### config.mk
export PLATFORM = sky130hd
export DESIGN_NAME = key_conditioner
export DESIGN_NICKNAME = d
export VERILOG_FILES = /design/src/rtl/key_conditioner.sv
export SDC_FILE = /design/constraint.sdc
export NUM_CORES = 1
export LEC_CHECK = 0
export ABC_AREA = 1
export CAP_MARGIN = 10
export CORE_UTILIZATION = 30
export CTS_CLUSTER_SIZE = 8
export DETAILED_ROUTE_END_ITERATION = 12
export PLACE_DENSITY = 0.49
export SLEW_MARGIN = 20
export SYNTH_ARGS = -nofsm -noshare
export SYNTH_HDL_FRONTEND = slang
export SYNTH_SLANG_ARGS = --single-unit
### constraint.sdc
create_clock -name clk -period 5.64 [get_ports clk]
set_clock_uncertainty 0.2 [all_clocks]
set_input_delay 1.128 -clock clk [delete_from_list [all_inputs] [get_ports clk]]
set_output_delay 1.128 -clock clk [all_outputs]
set_load 0.01 [all_outputs]
### src/rtl/key_conditioner.sv
// rtl/key_conditioner.sv - push-button synchroniser, debouncer and press/release/long-press pulse generator
//
// Ports:
//   clk          system clock, rising-edge active
//   rst          asynchronous active-low reset
//   key0_in      raw button pin, asynchronous to clk, 0 = pressed
//   key_level    debounced level, 1 = pressed
//   key_press    one-cycle pulse on an accepted press
//   key_release  one-cycle pulse on an accepted release
//   key_long     one-cycle pulse once per press when the hold time reaches LONG_CYCLES
module key_conditioner #(
    parameter int DEBOUNCE_CYCLES = 1_000_000,
    parameter int LONG_CYCLES     = 100_000_000
) (
    input  logic clk,
    input  logic rst,
    input  logic key0_in,
    output logic key_level,
    output logic key_press,
    output logic key_release,
    output logic key_long
);

    localparam int DB_W = (DEBOUNCE_CYCLES > 1) ? $clog2(DEBOUNCE_CYCLES) : 1;
    localparam int HL_W = (LONG_CYCLES > 1) ? $clog2(LONG_CYCLES) : 1;
    localparam logic [DB_W-1:0] DB_LAST = DB_W'(DEBOUNCE_CYCLES - 1);
    localparam logic [HL_W-1:0] HL_LAST = HL_W'(LONG_CYCLES - 1);

    typedef enum logic [1:0] {
        ST_IDLE,
        ST_PRESS_WAIT,
        ST_HELD,
        ST_RELEASE_WAIT
    } state_t;

    logic            s1_q, s2_q;
    logic            key_sync;
    state_t          state_q, state_d;
    logic [DB_W-1:0] db_cnt_q, db_cnt_d;
    logic [HL_W-1:0] hold_cnt_q, hold_cnt_d;
    logic            long_done_q, long_done_d;
    logic            key_level_q, key_level_d;
    logic            key_press_q, key_press_d;
    logic            key_release_q, key_release_d;
    logic            key_long_q, key_long_d;

    assign key_sync = s2_q;

    always_comb begin
        state_d       = state_q;
        db_cnt_d      = db_cnt_q;
        hold_cnt_d    = hold_cnt_q;
        long_done_d   = long_done_q;
        key_press_d   = 1'b0;
        key_release_d = 1'b0;
        key_long_d    = 1'b0;
        case (state_q)
            ST_IDLE: begin
                if (!key_sync) begin
                    state_d  = ST_PRESS_WAIT;
                    db_cnt_d = '0;
                end
            end
            ST_PRESS_WAIT: begin
                if (key_sync) begin
                    // bounce: the level did not stay low long enough
                    state_d  = ST_IDLE;
                    db_cnt_d = '0;
                end else if (db_cnt_q == DB_LAST) begin
                    state_d     = ST_HELD;
                    hold_cnt_d  = '0;
                    long_done_d = 1'b0;
                    key_press_d = 1'b1;
                end else begin
                    db_cnt_d = db_cnt_q + DB_W'(1);
                end
            end
            ST_HELD: begin
                if (key_sync) begin
                    state_d  = ST_RELEASE_WAIT;
                    db_cnt_d = '0;
                end else if (!long_done_q && hold_cnt_q == HL_LAST) begin
                    // hold_cnt saturates here; long_done blocks a second pulse
                    key_long_d  = 1'b1;
                    long_done_d = 1'b1;
                end else if (!long_done_q) begin
                    hold_cnt_d = hold_cnt_q + HL_W'(1);
                end
            end
            ST_RELEASE_WAIT: begin
                if (!key_sync) begin
                    // release bounce: resume the hold, keeping hold time and long flag
                    state_d = ST_HELD;
                end else if (db_cnt_q == DB_LAST) begin
                    state_d       = ST_IDLE;
                    key_release_d = 1'b1;
                end else begin
                    db_cnt_d = db_cnt_q + DB_W'(1);
                end
            end
            default: begin
                state_d = ST_IDLE;
            end
        endcase
        key_level_d = (state_d == ST_HELD) || (state_d == ST_RELEASE_WAIT);
    end

    always_ff @(posedge clk or negedge rst) begin
        if (!rst) begin
            s1_q          <= 1'b1;
            s2_q          <= 1'b1;
            state_q       <= ST_IDLE;
            db_cnt_q      <= '0;
            hold_cnt_q    <= '0;
            long_done_q   <= 1'b0;
            key_level_q   <= 1'b0;
            key_press_q   <= 1'b0;
            key_release_q <= 1'b0;
            key_long_q    <= 1'b0;
        end else begin
            s1_q          <= key0_in;
            s2_q          <= s1_q;
            state_q       <= state_d;
            db_cnt_q      <= db_cnt_d;
            hold_cnt_q    <= hold_cnt_d;
            long_done_q   <= long_done_d;
            key_level_q   <= key_level_d;
            key_press_q   <= key_press_d;
            key_release_q <= key_release_d;
            key_long_q    <= key_long_d;
        end
    end

    assign key_level   = key_level_q;
    assign key_press   = key_press_q;
    assign key_release = key_release_q;
    assign key_long    = key_long_q;

endmodule

=== Word level (Yosys, flattened, before mapping) ===
Cells that the tools add are included.

* $add $sub $neg: 2
* Multipliers: 0
* Divide/modulo/power cells: 0
* Order comparisons: 0
* Eq/ne operators: 16
* Shift-type cells: 0
* Muxes and demuxes: 32
* Bitwise operators: 0
* Reductions and logical operators: 8

{| class="wikitable"
|+ Operators by type and width
! operator !! number
|-
| two-way mux 27 bit || 5
|-
| two-way mux 20 bit || 5
|-
| case mux 20 bit (4 select lines) || 1
|-
| case mux 27 bit (2 select lines) || 1
|-
| adder 27 x 1 -> 27 bit (second input constant) || 1
|-
| equality test 27 bit (second input constant) || 1
|-
| adder 20 x 1 -> 20 bit (second input constant) || 1
|-
| equality test 20 bit (second input constant) || 1
|-
| inequality test 2 bit (second input constant) || 9
|-
| two-way mux 1 bit || 12
|-
| two-way mux 2 bit || 6
|-
| equality test 2 bit (second input constant) || 4
|-
| case mux 2 bit (4 select lines) || 1
|-
| AND reduction 6 bit || 1
|-
| AND reduction 5 bit || 1
|-
| AND reduction 3 bit || 1
|-
| equality test 2 x 1 -> 1 bit (second input constant) || 1
|-
| logical NOT 2 bit || 1
|-
| case mux 1 bit (2 select lines) || 1
|-
| nonzero test 2 bit || 1
|-
| logical AND 1 bit || 1
|-
| logical NOT 1 bit || 1
|-
| logical OR 1 bit || 1
|}

* Flip-flop bits (word level): 56
* Bits in latches: 0
* Bits in writable memories: 0
* Bits in read-only memories: 0
* Bits of input ports: 3
* Output and inout port bits: 4
* Logic and storage cells: 68
* Memories kept: 0

=== Longest topological paths before layout ===
* Depth after elaboration: 6
* Gate-level depth with buffers: 12
* Mapped depth without buffers: 11

=== Worst setup path before layout ===
OpenSTA, ideal clock, no wires.

* Path kind: reg-to-reg
* From: reg hold_cnt_q[0]
* To: reg hold_cnt_q[17]
* Library setup time: 117 ps
* Arrival time: 1,582 ps
* Required time: 5,323 ps
* Slack: 3,742 ps
* Stages on the path, launching flop included: 13
* Buffers on the path: 1
* Clock period less this slack: 1,898 ps
* Cells stage by stage: dfrtp_1 -> ha_1 -> nand3_2 -> clkinv_2 -> nand2_4 -> nor2_1 -> nand2_1 -> nand2_2 -> nand2_4 -> nand2_8 -> buf_6 -> nand2_1 -> nand2_1

* Cells in the longest elaborated chain, start to end: 5
* Elaborated cells on any way between the ends: 9
* Those cells by class: 1 x add/sub; 2 x eq/ne; 4 x mux; 2 x reduce/logical

{| class="wikitable"
|+ RTL lines
! element !! line !! text
|-
| start, declared || 40 || <nowiki>logic [HL_W-1:0] hold_cnt_q, hold_cnt_d;</nowiki>
|-
| start signal, assigned || 125 || <nowiki>hold_cnt_q <= hold_cnt_d;</nowiki>
|-
| adder 27 x 1 -> 27 bit || 87 || <nowiki>hold_cnt_d = hold_cnt_q + HL_W'(1);</nowiki>
|-
| two-way mux 27 bit || 86 || <nowiki>end else if (!long_done_q) begin</nowiki>
|-
| two-way mux 27 bit || 82 || <nowiki>end else if (!long_done_q && hold_cnt_q == HL_LAST) begin</nowiki>
|-
| two-way mux 27 bit || 79 || <nowiki>if (key_sync) begin</nowiki>
|-
| case mux 27 bit (2 select lines) || 57 || <nowiki>case (state_q)</nowiki>
|}

Parallel ways exist; a longest one is shown, timed or not. The select of a mux whose other input is x is not followed.
A chain may end at the register's enable or synchronous reset.

=== Worst setup path after layout ===
* From: reg key_release_q, in the netlist key_release
* To: out key_release

{| class="wikitable"
|+ RTL lines
! element !! line !! text
|-
| start, declared || 44 || <nowiki>logic key_release_q, key_release_d;</nowiki>
|-
| start signal, assigned || 129 || <nowiki>key_release_q <= key_release_d;</nowiki>
|-
| end, declared || 20 || <nowiki>output logic key_release,</nowiki>
|}

No word-level cell between the ends.

==> results.py <==
metrics = {
    "run_status": {
        "status": "completed",
    },
    "power_and_ir_drop": {
        "comb_power_share": 0.033,
        "finalPower_mw": 0.768,
        "p_sw_frac": 0.248,
        "cellPowerDensity_nw_per_um2": 191,
        "clkPwrFrac": 0.437,
        "switchingPower_mw": 0.190,
        "power.leakage_nw": 1.71,
        "vdd.ir_drop.worst_uv": 118,
        "p_seq_frac": 0.530,
        "p_int_mw": 0.578,
    },
    "route": {
        "firstDrtPassIters": 5,
        "drt_wl_total_um": 9560,
        "num_vias": 3479,
        "avgViaCountPerCell": 4.79,
        "antenna_left": 0,
        "first_iter_violations": 136,
        "drc": 0,
        "wl_per_cell_um": 13.2,
    },
    "die": {
        "row_count": 40,
        "die-width_um": 113,
        "die_y_um": 113,
        "start_util": 0.307,
        "coreArea_um2": 12000,
        "io_pins": 7,
        "dieArea_um2": 12700,
    },
    "flow_run": {
        "drv_cap": 0,
    },
    "cts": {
        "cts_tree": "built",
        "cts_root_buffer": "clkbuf_16",
        "clockBufferDepth": 2,
        "clk_latency_ns": 0.30,
        "hold_buffers": 0,
        "clk_pin_slew_ns": 0.08,
        "cts_resized": 0,
        "post-cts-setup-buffers": 0,
        "h-tree-depth": 2,
        "cts.sinks": 56,
        "numCtsBuffers": 5,
    },
    "worst_setup_path": {
        "cp_slowest_stage_delay_ns": 0.53,
        "reg2reg_depth": 10,
        "crit_required_ns": 4.31,
        "cp_max_fo": 1,
        "r2r-end": "db_cnt_q[14]",
        "cp.arrival_ns": 1.16,
        "crit_chain": "clkdlybuf4s50_1",
        "critPathBufInv": 1,
        "cp_top_family": "buffers and inverters",
        "reg2reg_slack_ns": 3.43,
        "r2r-start": "db_cnt_q[0]",
        "crit_slowest_cell": "clkdlybuf4s50_1",
        "critPathCaptureType": "output pin",
        "start_kind": "register",
        "worstSetupPathType": "register to output pin",
    },
    "yosys": {
        "synth_edf_count": 0,
        "synth_area_leaders": "dfrtp_1 (37%), nand2_1 (23%), nor2_1 (9.9%)",
        "synth_cell_type_count": 37,
        "yosysWarningCount": 0,
        "synth-seq-cells": 56,
        "yosysSeqAreaShare": 0.383,
        "synth_nets": 578,
        "syn-instance-count": 573,
        "async_flop_share": 1.00,
        "synth_top_cell_area_share": 0.368,
        "syn-mean-instance-area_um2": 6.40,
        "ys.flop_type": "dfrtp_1",
        "synth_top_area_cell": "dfrtp_1",
        "synth_area_um2": 3670,
    },
    "layout": {
        "fin_area_um2": 4020,
        "fillers": 1319,
        "area_growth_pct": 9.52,
        "num_antenna_cells": 0,
        "layout.nets": 584,
        "drive_gt1_frac": 0.0500,
    },
    "timing": {
        "finalMaxSlewViolations": 0,
        "finalCriticalPeriod_ns": 2.49,
        "slew_headroom": 0.505,
        "tns_ns": 0,
        "finalCritPeriodShare": 0.441,
        "setup_viol": 0,
        "grt_setup_unrepaired": "false",
        "layout_setup_ws_ns": 3.15,
        "fmax_mhz": 402,
        "final_hold_viol_count": 0,
        "worst_hold_slack_ns": 0.159,
        "worst_slew_pin_slew_ns": 0.743,
    },
    "grt": {
        "antenna_found_initial": 0,
        "grt_pass1_wl_um": 16600,
        "overflow": 0,
        "grt_use_total": 0.162,
        "grt_pass1_vias": 3466,
        "grt_max_degree": 57,
    },
    "place": {
        "pre_cts_ws_ns": 3.41,
        "place_area_um2": 3870,
        "globalplace.congestion": 0.828,
        "io_buffers": 6,
        "dpl.hpwl_um": 7110,
    },
    "worst_hold_path": {
        "worstHoldStart": "s1_q",
        "min_to": "key_sync",
        "hold_path_depth": 0,
        "hold_path.class": "register to register",
    },
}
[per-layer routing]
metal	part of all wire	GRT usage	wire (um)	up-vias
met5	0	0	0	-
met4	0.0079	0.0267	76	0
met3	0.016	0.0227	155	9
met2	0.51	0.303	4830	27
met1	0.47	0.198	4500	1628
li1	-	-	-	1815
[power by group through the flow]
stage / logic, mW / clock network (mW) / registers [mW]
6_report: 0.0253 / 0.336 / 0.407
5_1_grt: 0.0300 / 0.355 / 0.407
4_1_cts: 0.0270 / 0.346 / 0.407
3_5_place_dp: 0.0269 / 0 / 0.414
3_3_place_gp: 0.0263 / 0 / 0.414
2_1_floorplan: 0.0125 / 0 / 0.414
[cells by family after synthesis]
logic type / synth area share
DFF: 0.383
AOI/OAI and AO/OA: 0.0641
buffers and inverters: 0.0778
xor gates and xnor gates: 0.0167
and+or+nand+nor: 0.452
adders and majority gates: 0.00682
[worst max-delay path by stage]
stage / cells after the start / endpoint / startpoint
final: 1 / key_release / key_release
after global routing: 1 / key_release / key_release
after CTS: 1 / key_release / key_release
after detailed placement: 10 / db_cnt_q[14] / db_cnt_q[0]
after global placement: 6 / db_cnt_q[10] / key_sync
after floorplan: 12 / hold_cnt_q[17] / hold_cnt_q[0]
[worst reg2reg max path, cell delays in order (launching register included)]
cell	delay, ns
dfrtp_1	0.41
ha_1	0.33
nand3_1	0.14
nor2_2	0.22
inv_1	0.09
nor2_1	0.23
nand2_1	0.14
nor2_1	0.14
nand2_1	0.07
nand2_1	0.05
o21ai_0	0.08
[area by class of cell]
type | instances | area [um^2] | share of cell area
sequential | 56 | 1400 | 0.349
clock buffer | 5 | 125 | 0.0311
tap | 147 | 184 | 0.0458
clock inverter | 3 | 25.0 | 0.00623
timing repair buffer | 7 | 62.6 | 0.0156
multi-input combinational | 446 | 1980 | 0.493
inverter | 63 | 238 | 0.0592
[metrics by stage]
stage,util,std cells
after floorplan,-,573
after global placement,0.323,719
after detailed placement,0.323,719
after CTS,0.336,727
after global routing,0.336,727
final,0.336,727
[state kept, by name (all words and copies together), names as in the netlist]
| name | cells |
|---|---|
| s1_q | 1 |
| key_sync | 1 |
| key_level | 1 |
| hold_cnt_q | 27 |
| state_q | 2 |
| long_done_q | 1 |
| key_long | 1 |
| db_cnt_q | 20 |
| key_press | 1 |
| key_release | 1 |
[cell usage after synthesis (all sizes together) (2+ instances only)]
cell    number
o21ai       19
nor2       100
nand3       46
ha           2
a21oi        7
buf          5
o22ai        4
nor3        11
dfstp        2
xnor2        4
nand2      225
o211ai       2
o21bai       4
nand4       13
dfrtp       54
clkinv       2
xor2         3
clkbuf       3
inv         61
[cells in the final DEF, fill, tap and decap left out, types with 2 or more instances in the layout]
| cell type | count |
|---|---|
| o211ai_1 | 2 |
| clkbuf_16 | 5 |
| clkdlybuf4s50_1 | 5 |
| nor2_1 | 97 |
| inv_6 | 2 |
| o21bai_1 | 4 |
| inv_2 | 6 |
| dfstp_2 | 2 |
| dfrtp_1 | 54 |
| xor2_1 | 3 |
| a21oi_1 | 6 |
| inv_1 | 55 |
| xnor2_1 | 4 |
| ha_1 | 2 |
| nor3_1 | 11 |
| nand3_1 | 45 |
| nand4_1 | 12 |
| o22ai_1 | 4 |
| o21ai_0 | 19 |
| nand2_4 | 2 |
| nor2_2 | 2 |
| nand2_1 | 221 |
(Power assumes the default switching activity.)
